File: src/rtl/video_pkg.sv
// Raster constants and the timing bundle shared by vidtiming, tilegen and the sprite engine.
// Counts run on the 2x pixel clock: 768 clocks per line, 264 lines per frame.
package video_pkg;

   localparam logic [9:0] H_JUMP      = 10'h300;
   localparam logic [9:0] HSYNC_START = 10'h340;
   localparam logic [9:0] HSYNC_END   = 10'h3A0;
   localparam logic [8:0] V_FIRST     = 9'h0F8;
   localparam logic [8:0] VACT_START  = 9'h110;
   localparam logic [8:0] VACT_END    = 9'h1F0;
   localparam logic [8:0] VSYNC_END   = 9'h100;

   typedef struct packed {
      logic [9:0] htiming;
      logic [7:0] vtiming_f;
      logic       cmpblk;
      logic       flip;
   } vid_timing_t;

   // Half-open window tests [lo, hi) used by the sync and active-area decodes.
   function automatic logic in_hwin(input logic [9:0] val, input logic [9:0] lo, input logic [9:0] hi);
      return (val >= lo) && (val < hi);
   endfunction

   function automatic logic in_vwin(input logic [8:0] val, input logic [8:0] lo, input logic [8:0] hi);
      return (val >= lo) && (val < hi);
   endfunction

endpackage

File: src/rtl/vidtiming_if.sv
// Timing bus between the raster generator (master) and its consumers / vidctrl (slave).
interface vidtiming_if;
   import video_pkg::*;

   logic        flip_ena;
   logic        nmi_ena;
   logic [9:0]  htiming;
   logic [8:0]  vtiming;
   logic [7:0]  vtiming_f;
   logic        flip_lat;
   logic        hblk;
   logic        vblk;
   logic        cmpblk;
   logic        hsync_n;
   logic        vsync_n;
   logic        nmi_n;
   logic        frame_stb;
   vid_timing_t timing;

   modport master (
      input  flip_ena, nmi_ena,
      output htiming, vtiming, vtiming_f, flip_lat, hblk, vblk, cmpblk,
             hsync_n, vsync_n, nmi_n, frame_stb, timing
   );

   modport slave (
      output flip_ena, nmi_ena,
      input  htiming, vtiming, vtiming_f, flip_lat, hblk, vblk, cmpblk,
             hsync_n, vsync_n, nmi_n, frame_stb, timing
   );

endinterface

File: src/rtl/vidtiming.sv
// Raster timing generator: horizontal/vertical counters plus output decode registers.
// Every output is decoded from the next-state counts so it changes on the same edge as the counters.
module vidtiming
   import video_pkg::*;
#(
   parameter logic [9:0] P_H_JUMP      = H_JUMP,
   parameter logic [9:0] P_HSYNC_START = HSYNC_START,
   parameter logic [9:0] P_HSYNC_END   = HSYNC_END,
   parameter logic [8:0] P_V_FIRST     = V_FIRST,
   parameter logic [8:0] P_VACT_START  = VACT_START,
   parameter logic [8:0] P_VACT_END    = VACT_END,
   parameter logic [8:0] P_VSYNC_END   = VSYNC_END
) (
   input  logic        clk,
   input  logic        rst_n,
   vidtiming_if.master vt
);

   logic [9:0] hcount_q, hcount_d;
   logic [8:0] vcount_q, vcount_d;
   logic [7:0] vtiming_f_q, vtiming_f_d;
   logic       flip_q, flip_d;
   logic       nmi_n_q, nmi_n_d;
   logic       hblk_q, hblk_d;
   logic       vblk_q, vblk_d;
   logic       cmpblk_q;
   logic       hsync_n_q, hsync_n_d;
   logic       vsync_n_q, vsync_n_d;
   logic       frame_stb_q;
   logic       line_end;
   logic       enter_vblank;

   always_comb begin
      line_end = (hcount_q == 10'h3FF);

      // 3FF + 1 wraps naturally to 000; only the jump into hblank needs a reload.
      if (hcount_q == 10'h1FF) begin
         hcount_d = P_H_JUMP;
      end else begin
         hcount_d = hcount_q + 10'd1;
      end

      vcount_d = vcount_q;
      if (line_end) begin
         if (vcount_q == 9'h1FF) begin
            vcount_d = P_V_FIRST;
         end else begin
            vcount_d = vcount_q + 9'd1;
         end
      end

      enter_vblank = line_end && (vcount_d == P_VACT_END);

      flip_d = enter_vblank ? vt.flip_ena : flip_q;

      // A disable wins over a set arriving on the same clock.
      if (!vt.nmi_ena) begin
         nmi_n_d = 1'b1;
      end else if (enter_vblank) begin
         nmi_n_d = 1'b0;
      end else begin
         nmi_n_d = nmi_n_q;
      end

      vtiming_f_d = vcount_d[7:0] ^ {8{flip_d}};
      hblk_d      = hcount_d[9];
      vblk_d      = !in_vwin(vcount_d, P_VACT_START, P_VACT_END);
      hsync_n_d   = !in_hwin(hcount_d, P_HSYNC_START, P_HSYNC_END);
      vsync_n_d   = !in_vwin(vcount_d, P_V_FIRST, P_VSYNC_END);
   end

   always_ff @(posedge clk or negedge rst_n) begin
      if (!rst_n) begin
         hcount_q    <= P_H_JUMP;
         vcount_q    <= P_V_FIRST;
         vtiming_f_q <= P_V_FIRST[7:0];
         flip_q      <= 1'b0;
         nmi_n_q     <= 1'b1;
         hblk_q      <= 1'b1;
         vblk_q      <= 1'b1;
         cmpblk_q    <= 1'b1;
         hsync_n_q   <= 1'b1;
         vsync_n_q   <= 1'b0;
         frame_stb_q <= 1'b0;
      end else begin
         hcount_q    <= hcount_d;
         vcount_q    <= vcount_d;
         vtiming_f_q <= vtiming_f_d;
         flip_q      <= flip_d;
         nmi_n_q     <= nmi_n_d;
         hblk_q      <= hblk_d;
         vblk_q      <= vblk_d;
         cmpblk_q    <= hblk_d | vblk_d;
         hsync_n_q   <= hsync_n_d;
         vsync_n_q   <= vsync_n_d;
         frame_stb_q <= enter_vblank;
      end
   end

   assign vt.htiming   = hcount_q;
   assign vt.vtiming   = vcount_q;
   assign vt.vtiming_f = vtiming_f_q;
   assign vt.flip_lat  = flip_q;
   assign vt.hblk      = hblk_q;
   assign vt.vblk      = vblk_q;
   assign vt.cmpblk    = cmpblk_q;
   assign vt.hsync_n   = hsync_n_q;
   assign vt.vsync_n   = vsync_n_q;
   assign vt.nmi_n     = nmi_n_q;
   assign vt.frame_stb = frame_stb_q;

   always_comb begin
      vt.timing           = '0;
      vt.timing.htiming   = hcount_q;
      vt.timing.vtiming_f = vtiming_f_q;
      vt.timing.cmpblk    = cmpblk_q;
      vt.timing.flip      = flip_q;
   end

endmodule

File: src/flat_wrapper.sv
// flat-port wrapper written by rule: the top's interface ports become plain ports
module vidtiming_flat import video_pkg::*;
#(
   parameter logic [9:0] P_H_JUMP      = H_JUMP,
   parameter logic [9:0] P_HSYNC_START = HSYNC_START,
   parameter logic [9:0] P_HSYNC_END   = HSYNC_END,
   parameter logic [8:0] P_V_FIRST     = V_FIRST,
   parameter logic [8:0] P_VACT_START  = VACT_START,
   parameter logic [8:0] P_VACT_END    = VACT_END,
   parameter logic [8:0] P_VSYNC_END   = VSYNC_END
)
  (clk, rst_n, vt_flip_ena, vt_nmi_ena, vt_htiming, vt_vtiming, vt_vtiming_f, vt_flip_lat, vt_hblk, vt_vblk, vt_cmpblk, vt_hsync_n, vt_vsync_n, vt_nmi_n, vt_frame_stb, vt_timing);
  vidtiming_if vt_i ();
  input  logic clk;
  input  logic rst_n;
  input wire logic [$bits(vt_i.flip_ena)-1:0] vt_flip_ena;
  input wire logic [$bits(vt_i.nmi_ena)-1:0] vt_nmi_ena;
  output wire logic [$bits(vt_i.htiming)-1:0] vt_htiming;
  output wire logic [$bits(vt_i.vtiming)-1:0] vt_vtiming;
  output wire logic [$bits(vt_i.vtiming_f)-1:0] vt_vtiming_f;
  output wire logic [$bits(vt_i.flip_lat)-1:0] vt_flip_lat;
  output wire logic [$bits(vt_i.hblk)-1:0] vt_hblk;
  output wire logic [$bits(vt_i.vblk)-1:0] vt_vblk;
  output wire logic [$bits(vt_i.cmpblk)-1:0] vt_cmpblk;
  output wire logic [$bits(vt_i.hsync_n)-1:0] vt_hsync_n;
  output wire logic [$bits(vt_i.vsync_n)-1:0] vt_vsync_n;
  output wire logic [$bits(vt_i.nmi_n)-1:0] vt_nmi_n;
  output wire logic [$bits(vt_i.frame_stb)-1:0] vt_frame_stb;
  output wire logic [$bits(vt_i.timing)-1:0] vt_timing;
  assign vt_i.flip_ena = vt_flip_ena;
  assign vt_i.nmi_ena = vt_nmi_ena;
  assign vt_htiming = vt_i.htiming;
  assign vt_vtiming = vt_i.vtiming;
  assign vt_vtiming_f = vt_i.vtiming_f;
  assign vt_flip_lat = vt_i.flip_lat;
  assign vt_hblk = vt_i.hblk;
  assign vt_vblk = vt_i.vblk;
  assign vt_cmpblk = vt_i.cmpblk;
  assign vt_hsync_n = vt_i.hsync_n;
  assign vt_vsync_n = vt_i.vsync_n;
  assign vt_nmi_n = vt_i.nmi_n;
  assign vt_frame_stb = vt_i.frame_stb;
  assign vt_timing = vt_i.timing;
  vidtiming #(.P_H_JUMP(P_H_JUMP), .P_HSYNC_START(P_HSYNC_START), .P_HSYNC_END(P_HSYNC_END), .P_V_FIRST(P_V_FIRST), .P_VACT_START(P_VACT_START), .P_VACT_END(P_VACT_END), .P_VSYNC_END(P_VSYNC_END)) u_core (.clk(clk), .rst_n(rst_n), .vt(vt_i));
endmodule
File: config.mk
export PLATFORM = sky130hd
export DESIGN_NAME = vidtiming_flat
export DESIGN_NICKNAME = d
export VERILOG_FILES = /design/src/rtl/video_pkg.sv /design/src/rtl/vidtiming_if.sv /design/src/rtl/vidtiming.sv /design/src/flat_wrapper.sv
export SDC_FILE = /design/constraint.sdc
export NUM_CORES = 1
export LEC_CHECK = 0
export ABC_CLOCK_PERIOD_IN_PS = 3700
export CAP_MARGIN = 0
export CORE_ASPECT_RATIO = 1.25
export CORE_MARGIN = 2
export CORE_UTILIZATION = 47
export DETAILED_ROUTE_END_ITERATION = 10
export GPL_ROUTABILITY_DRIVEN = 0
export GPL_TIMING_DRIVEN = 0
export PLACE_DENSITY = 0.84
export SLEW_MARGIN = 20
export SYNTH_ARGS = -nofsm -noshare
export SYNTH_HDL_FRONTEND = slang
export SYNTH_SLANG_ARGS = --single-unit
File: constraint.sdc
create_clock -name clk -period 3.7 [get_ports clk]
set_clock_uncertainty 0.15 [all_clocks]
set_input_delay 0.74 -clock clk [delete_from_list [all_inputs] [get_ports clk]]
set_output_delay 0.74 -clock clk [all_outputs]
set_load 0.01 [all_outputs]
* Word-level counts from Yosys, hierarchy flattened *
Index checks and enable logic that the tools add are counted.

word-level totals
  bits in registers = 35
  bits of input ports = 4
  output and inout bits = 55
  logic and storage cells = 39

operators by class
  $add $sub $neg = 2
  magnitude comparators = 6
  equality and inequality tests = 5
  multiplexer cells = 6
  bitwise logic cells = 2
  reductions and logical operators = 7

operators by type and width
  kind                                                                     number
  9-bit equality test, second input constant                               2
  9-bit < comparator, second input constant                                2
  9-bit two-way mux                                                        2
  10-bit by 1-bit adder with 10-bit output, second input constant          1
  10-bit equality test, second input constant                              1
  10-bit by 9-bit equality test with 1-bit output, second input constant   1
  10-bit >= comparator, second input constant                              1
  10-bit < comparator, second input constant                               1
  10-bit two-way mux                                                       1
  9-bit by 1-bit adder with 9-bit output, second input constant            1
  9-bit by 8-bit >= comparator with 1-bit output, second input constant    1
  9-bit >= comparator, second input constant                               1
  8-bit XOR                                                                1
  1-bit logical AND                                                        4
  1-bit zero test                                                          3
  1-bit two-way mux                                                        3
  2-bit by 1-bit inequality test with 1-bit output, second input constant  1
  1-bit OR                                                                 1

* Logic depth before layout (Yosys ltp) *
Gate-level depths: netlist (run 1).

  word-level depth = 7
  gate-level depth with buffers = 14
  mapped depth without buffers = 11

* Least setup slack after synthesis (run 1) *
No wires, ideal clock.

  kind = reg-to-reg
  from = reg u_core.vcount_q[6] (netlist: u_core.vt.vtiming[6])
  to = reg u_core.vtiming_f_q[6] (netlist: u_core.vt.vtiming_f[6])
  library setup time = 0.081 ns
  data arrival time = 2.588 ns
  data required time = 3.469 ns
  setup slack = 0.881 ns
  stages on the path, launching flop included = 12
  buffers on the path = 1
  clock period less this slack = 2.819 ns
  path through = dfstp_2 > nand4_1 > or2_2 > nor2_1 > ha_1 > buf_2 > or2_2 > o2111ai_1 > a211oi_1 > nand4_1 > or4_1 > o211ai_1

between the ends
  word-level cells in the longest chain between the ends = 7
  elaborated cells between the ends (all ways) = 8
  those cells by class = 1 x add/sub; 2 x eq/ne; 3 x mux; 1 x bitwise; 1 x reduce/logical

ends and longest elaborated chain
  element                                                                               line                              source
  from (decl)                                                                           vidtiming.sv:20                   logic [8:0] vcount_q, vcount_d;
  from (signal assigned)                                                                vidtiming.sv:87                   vcount_q <= vcount_d;
  9-bit by 1-bit adder with 9-bit output / 9-bit equality test (equally long branches)  vidtiming.sv:48, vidtiming.sv:45
  9-bit two-way mux                                                                     vidtiming.sv:45                   if (vcount_q == 9'h1FF) begin
  9-bit two-way mux (*)                                                                 vidtiming.sv:44                   if (line_end) begin
  9-bit equality test                                                                   vidtiming.sv:52                   enter_vblank = line_end && (vcount_d == P_VACT_END);
  1-bit logical AND                                                                     vidtiming.sv:52
  1-bit two-way mux                                                                     vidtiming.sv:54                   flip_d = enter_vblank ? vt.flip_ena : flip_q;
  8-bit XOR (*)                                                                         vidtiming.sv:65                   vtiming_f_d = vcount_d[7:0] ^ {8{flip_d}};
  via u_core.vtiming_f_d[6]                                                             vidtiming.sv:21                   logic [7:0] vtiming_f_q, vtiming_f_d;
  to (signal assigned)                                                                  vidtiming.sv:76                   vtiming_f_q <= P_V_FIRST[7:0];
  to (signal assigned)                                                                  vidtiming.sv:88                   vtiming_f_q <= vtiming_f_d;
  to (decl)                                                                             vidtiming.sv:21

The timed path passes the listed nets; every way through them passes the cells marked *.
A chain may end at the register's enable or synchronous reset.

* Final worst setup path (run 1) *
  from = reg u_core.vcount_q[4] (netlist: u_core.vt.vtiming[4])
  to = reg u_core.vtiming_f_q[6] (netlist: u_core.vt.vtiming_f[6])

The elaborated chain is that of the path after synthesis.

==> results of run 1 <==
-- layout make-up --
cell class	count	area (sq um)	area share [%]
plain buffers	27	199	7.31
clock buffers	7	76.3	2.80
clock inverters	1	30.0	1.10
inverters	11	41.3	1.52
multi-input cells	130	858	31.5
flip-flops and latches	34	871	32.0
well taps	56	70.1	2.57
repair buffers	58	576	21.1
-- cells in the mapped netlist (2+ instances only) --
library cell	n	area, sq um
a21oi_1	6	30.0
buf_4	21	158
mux2_2	2	22.5
and4_1	2	17.5
nand2_1	8	30.0
or2_2	3	18.8
nand4_1	6	37.5
dfrtp_1	18	450
o211ai_1	5	37.5
buf_6	2	22.5
xnor2_1	4	35.0
and2_1	2	12.5
a311oi_1	3	26.3
xor2_1	3	26.3
nor3_1	6	30.0
o21ai_0	7	35.0
nand3_1	12	60.1
nor2_1	18	67.6
mux2i_1	2	20.0
buf_2	3	15.0
and3_1	3	18.8
dfstp_2	16	420
nor4_1	2	12.5
a211oi_1	8	60.1
or4_1	2	15.0
a41oi_1	2	17.5
ha_1	3	37.5
or3_1	2	12.5
inv_1	10	37.5
-- flip-flops by register name, summed over array words and instances, names as in the netlist --
name and count:
u_core.vt.vtiming_f 8, u_core.vt.hblk 1, u_core.vt.vsync_n 1, u_core.vt.nmi_n 1, u_core.vt.vblk 1, u_core.vt.vtiming 9
u_core.vt.htiming 9, u_core.vt.hsync_n 1, u_core.vt.cmpblk 1, u_core.vt.frame_stb 1, u_core.vt.flip_lat 1
-- through the flow --
step,setup WS [ns],instances,power [mW],util (%),hold WS [ns]
4_1_cts,0.489,324,0.769,66.9,0.342
5_1_grt,0.245,324,0.790,66.9,0.387
3_3_place_gp,0.558,316,0.439,64.4,0.327
6_report,0.476,324,0.761,66.9,0.340
2_1_floorplan,0.881,202,0.408,-,0.294
3_5_place_dp,0.511,316,0.440,64.3,0.330
-- where the power goes --
group	internal, mW	leakage, nW	switching, mW
Combinational	0.0282	0.653	0.0220
Sequential	0.380	0.389	0.00297
Clock	0.201	0.0524	0.127
-- kinds of logic (layout without fill, tap and decap cells) --
family / Yosys count / in the layout / synth area share, %
simple gates: 76 / 76 / 22.0
compound gates: 40 / 40 / 14.4
buf+inv: 38 / 104 / 12.2
flops: 34 / 34 / 44.2
xor+xnor: 7 / 7 / 3.11
mux: 4 / 4 / 2.16
fa+ha+maj: 3 / 3 / 1.91
-- worst max-delay path, stage by stage (launching register included) --
cell and delay (ns):
dfstp_2 0.61, nand4_1 0.11, or2_2 0.30, nor2_1 0.12, ha_1 0.14, buf_2 0.19
or2_2 0.16, o2111ai_1 0.11, a211oi_1 0.39, nand4_1 0.27, or4_1 0.47, o211ai_1 0.10
-- path summary, 6_finish.rpt --
path	startpoint	to	slack, ns	cells past startpoint
min in group asynchronous	rst_n	u_core.vt.vtiming_f[0]$_DFF_PN0_	0.36	1
setup reg to reg	u_core.vt.vtiming[4]$_DFF_PN1_	u_core.vt.vtiming_f[6]$_DFF_PN1_	0.48	11
hold reg to reg	u_core.vt.nmi_n$_DFFE_PN1P_	u_core.vt.nmi_n$_DFFE_PN1P_	0.34	2
max in group asynchronous	rst_n	u_core.vt.htiming[2]$_DFF_PN0_	2.58	1
setup / recovery	u_core.vt.vtiming[4]$_DFF_PN1_	u_core.vt.vtiming_f[6]$_DFF_PN1_	0.48	11
hold / removal	u_core.vt.nmi_n$_DFFE_PN1P_	u_core.vt.nmi_n$_DFFE_PN1P_	0.34	2
-- layer usage --
layer  wire length (um)  vias up  share of wire, %
met2               2400       60                52
li1                   -      850                 -
met5                  0        -                 0
met1               1920      866                41
met4                 82        0               1.8
met3                228        8               4.9
-- cells in the final DEF, fill, tap and decap left out, drive strengths merged, types with 10 or more instances in the layout --
cell type      Yosys  final
dfrtp             18     18
inv               10     10
clkdlybuf4s50      0     57
dfstp             16     16
nand3             12     12
nor2              18     18
buf               26     27
==> flow_metrics.tcl, run 1 <==
set metrics [dict create \
    status "completed" \
    synth_cells 202 \
    final_cell_area_sq_mm 0.00272 \
    drt-initial-drc-count 51 \
    grt_pass1_vias 1667 \
    timing.slew.headroom_pct 47.4 \
    synth.distinct_cells 50 \
    setup_viol 0 \
    synth_edf_count 0 \
    ys_seq_area_share_pct 44.2 \
    synth_top_flop_cell "dfrtp_1" \
    numCtsBuffers 5 \
    hold_buffers 0 \
    cap_violations 0 \
    wl_per_cell_um 14.3 \
    placed_area_sq_mm 0.00262 \
    cts_max_level 2 \
    grt_usage_pct 21.6 \
    first_pass_iters 4 \
    worstSetupStartpointType "flip-flop" \
    netlist_area_sq_mm 0.00197 \
    syn_avg_cell_area_sq_um 9.75 \
    yosys_warnings 0 \
    port_buffers 58 \
    fmax_mhz 310 \
    drt-total-wl_um 4630 \
    coreArea_sq_mm 0.00407 \
    vdd_drop_max_uv 194 \
    cts-root-buf "clkbuf_8" \
    synth_seq_cells 34 \
    initial_core_util_pct 48.4 \
    synth_fp_nets 209 \
    rows 26 \
    min_period_ns 3.22 \
    vias_per_cell 5.51 \
    antennaDiodeCount 0 \
    leakage_nw 1.09 \
    end_kind "flip-flop" \
    area_delta_synth_final_pct 38.2 \
    crit_arrival_ns 3.28 \
    power.density_mw_per_mm2 280 \
    cts-resized-gates 0 \
    grt_use_met2_pct 35.9 \
    clk_path_buf_depth 2 \
    post_cts_buffers 0 \
    slew_violations 0 \
    worst_slew_pin_slew_ns 0.783 \
    clk_latency_ns 0.28 \
    grt_setup_unrepaired "false" \
    drive_gt1_share_pct 22.8 \
    die_h_um 76.4 \
    grt_max_degree 35 \
    drc 0 \
    dieArea_sq_mm 0.00473 \
    cp_max_fo 10 \
    grt_use_met1_pct 27.1 \
    timing.final.crit_share_pct 87.1 \
    critical_path_class "flip-flop to flip-flop" \
    finalSetupTns_ns 0 \
    global_route.usage.met3_pct 4.07 \
    filler_cell_count 324 \
    cp_data_required_time_ns 3.76 \
    nNetsFinal 274 \
    overflow 0 \
    final_antenna_net_count 0 \
    hp-class "flip-flop to flip-flop" \
    grt_pass1_wl_um 7760 \
    dr_total_vias 1784 \
    async_flop_share_pct 100 \
    pin_count 59 \
    clk_pin_slew_ns 0.07 \
    hold_viol 0 \
    die_w_um 61.9 \
    grt_busiest_layer "met2" \
    dp_hpwl_um 3380 \
    cts_tree "done" \
    antenna_found_initial 0 \
    clock_sinks 34 \
]
Note: power is estimated with default switching activity, not from simulation.
==> run 2: changes to the inputs <==
--- a/config.mk
+++ b/config.mk
@@ -5,15 +5,16 @@
 export SDC_FILE = /design/constraint.sdc
 export NUM_CORES = 1
 export LEC_CHECK = 0
-export ABC_CLOCK_PERIOD_IN_PS = 3700
+export ABC_CLOCK_PERIOD_IN_PS = 2700
 export CAP_MARGIN = 0
 export CORE_ASPECT_RATIO = 1.25
 export CORE_MARGIN = 2
-export CORE_UTILIZATION = 47
+export CORE_UTILIZATION = 44
+export CTS_BUF_LIST = sky130_fd_sc_hd__clkbuf_8
 export DETAILED_ROUTE_END_ITERATION = 10
 export GPL_ROUTABILITY_DRIVEN = 0
 export GPL_TIMING_DRIVEN = 0
-export PLACE_DENSITY = 0.84
+export PLACE_DENSITY = 0.82
 export SLEW_MARGIN = 20
 export SYNTH_ARGS = -nofsm -noshare
 export SYNTH_HDL_FRONTEND = slang
==> constraint.sdc (replaced) <==
create_clock -name clk -period 2.7 [get_ports clk]
set_clock_uncertainty 0.15 [all_clocks]
set_input_delay 0.54 -clock clk [delete_from_list [all_inputs] [get_ports clk]]
set_output_delay 0.54 -clock clk [all_outputs]
set_load 0.01 [all_outputs]
==> flow_metrics.tcl, run 2 (synthesized netlist as in run 1, its figures left out) <==
set metrics [dict create \
    min_period_ns 2.95 \
    cts_max_level 2 \
    cp_slowest_cell "dfstp_2" \
    cp_data_required_time_ns 2.74 \
    crit_family "simple AND/OR/NAND/NOR gates" \
    dp_hpwl_um 3440 \
    nNetsFinal 304 \
    clock_sinks 34 \
    drt-total-wl_um 6160 \
    worstPathCellList "nand4_1, or2_4, nor2_2, ha_2, buf_6, or2_4, o2111ai_2, a211oi_2, buf_4, and3_4, nand3_2, mux2_2" \
    dpl.cell_count 318 \
    drive_gt1_share_pct 39.9 \
    vias_per_cell 5.58 \
    grt_max_degree 35 \
    power.density_mw_per_mm2 341 \
    final_common_cell "clkdlybuf4s50_1" \
    final_cell_mix "57 x clkdlybuf4s50_1, 50 x buf_4, 17 x nor2_1" \
    hold_viol 0 \
    place_worst_setup_slack_ns -0.288 \
    layoutNonFillerInstCount 356 \
    dr_total_vias 1987 \
    antenna_found_initial 0 \
    coreArea_sq_mm 0.00436 \
    finalPower_mw 1.07 \
    critical_path_class "flip-flop to flip-flop" \
    dieArea_sq_mm 0.00503 \
    clk_path_buf_depth 2 \
    setup_viol 14 \
    clk_latency_ns 0.30 \
    cts_tree "done" \
    port_buffers 58 \
    antennaDiodeCount 0 \
    placed_area_sq_mm 0.00264 \
    ff2ff_path_depth 12 \
    worst_slew_pin_slew_ns 0.736 \
    grt_pass1_wl_um 8520 \
    crit_arrival_ns 2.99 \
    pin_count 59 \
    filler_cell_count 286 \
    seq_area_sq_um 873 \
    status "finished with violations" \
    timing.slew.headroom_pct 50.9 \
    final_antenna_net_count 0 \
    numCtsBuffers 5 \
    wl_per_cell_um 17.3 \
    vdd_drop_max_uv 417 \
    die_w_um 63.8 \
    multi_input_area_sq_mm 0.00102 \
    cap_violations 0 \
    rows 27 \
    cp_common_cell "or2_4" \
    timing.final.crit_share_pct 109 \
    end_kind "flip-flop" \
    fmax_mhz 339 \
    worst_slack_ns -0.247 \
    clk_pin_slew_ns 0.08 \
    grt_pass1_vias 1746 \
    hp-class "primary input to asynchronous set/reset pin" \
    final_cell_area_sq_mm 0.00314 \
    die_h_um 78.8 \
    r2r_start "u_core.vt.vtiming[3]$_DFF_PN1_" \
    leakage_nw 1.26 \
    path_buf_inv 2 \
    worstSetupStartpointType "flip-flop" \
    initial_core_util_pct 45.2 \
    cts-root-buf "clkbuf_8" \
    finalSetupTns_ns -2.40 \
    rrSetupSlack_ns -0.25 \
    drc 0 \
    violations "setup timing" \
    grt_usage_pct 22.1 \
    first_pass_iters 4 \
    crit_path_max_incr_delay_ns 0.58 \
    cp_max_fo 5 \
    r2r-end "u_core.vt.flip_lat$_DFF_PN0_" \
    grt_setup_unrepaired "true" \
    drt-initial-drc-count 131 \
    overflow 0 \
    area_delta_synth_final_pct 59.4 \
    hold_buffers 0 \
    slew_violations 0 \
]
run 2: area by class of cell:
| class | count | area share (%) |
|---|---|---|
| clock buffer | 5 | 2.19 |
| multi-input combinational | 130 | 32.6 |
| tap | 58 | 2.31 |
| timing repair buffer | 88 | 25.6 |
| inverter | 11 | 1.36 |
| sequential | 34 | 27.8 |
| buffer | 27 | 6.62 |
| clock inverter | 3 | 1.43 |
run 2: report_power, final:
group / internal, mW / switching, mW / leakage [nW]
clock: 0.274 / 0.198 / 0.0504
combinational: 0.0395 / 0.0323 / 0.822
sequential: 0.520 / 0.00476 / 0.386
total: 0.834 / 0.236 / 1.26
run 2: stage by stage:
step | hold WS, ns | utilization [%]
2_1_floorplan | 0.0944 | -
3_3_place_gp | 0.327 | 60.7
3_5_place_dp | 0.353 | 60.6
4_1_cts | 0.168 | 67.5
5_1_grt | 0.185 | 72.0
6_report | 0.143 | 72.0
run 2: worst reg2reg max path: cells and delay by family (launching register included):
family                     cells  cell delay [ns]
adders and majority gates      1             0.18
DFF                            1             0.58
AOI/OAI and AO/OA              2             0.42
and+or+nand+nor                6             0.94
muxes                          1             0.27
buffers and inverters          2             0.30
run 2: layer usage:
layer | GRT usage, % | vias up | part of all wire (%)
li1 | - | 898 | -
met1 | 25.4 | 982 | 37
met2 | 37.8 | 92 | 54
met3 | 6.09 | 15 | 5.9
met4 | 10.2 | 0 | 2.9
met5 | 0 | - | 0
run 2: worst max-delay path by stage:
stage	from	endpoint	slack (ns)	cells past startpoint
2_1_floorplan	u_core.vt.vtiming[3]$_DFF_PN1_	u_core.vt.vtiming_f[6]$_DFF_PN1_	0.02	12
3_3_place_gp	u_core.vt.vtiming[0]$_DFF_PN0_	u_core.vt.cmpblk$_DFF_PN1_	-0.27	14
3_5_place_dp	u_core.vt.vtiming[0]$_DFF_PN0_	u_core.vt.cmpblk$_DFF_PN1_	-0.29	14
4_1_cts	u_core.vt.vtiming[3]$_DFF_PN1_	u_core.vt.vtiming_f[7]$_DFF_PN1_	-0.07	12
5_1_grt	u_core.vt.vtiming[3]$_DFF_PN1_	u_core.vt.vtiming_f[1]$_DFF_PN0_	-0.34	12
6_report	u_core.vt.vtiming[3]$_DFF_PN1_	u_core.vt.flip_lat$_DFF_PN0_	-0.25	12
run 2: repair_timing:
| action | in CTS | in global routing |
|---|---|---|
| cloned | 0 | 0 |
| endpoints found under the hold margin | 0 | 0 |
| pin swaps | 4 | 12 |
| gates resized for setup | 11 | 22 |
| endpoints found under the setup margin | 13 | 13 |
| buffers inserted | 18 | 12 |
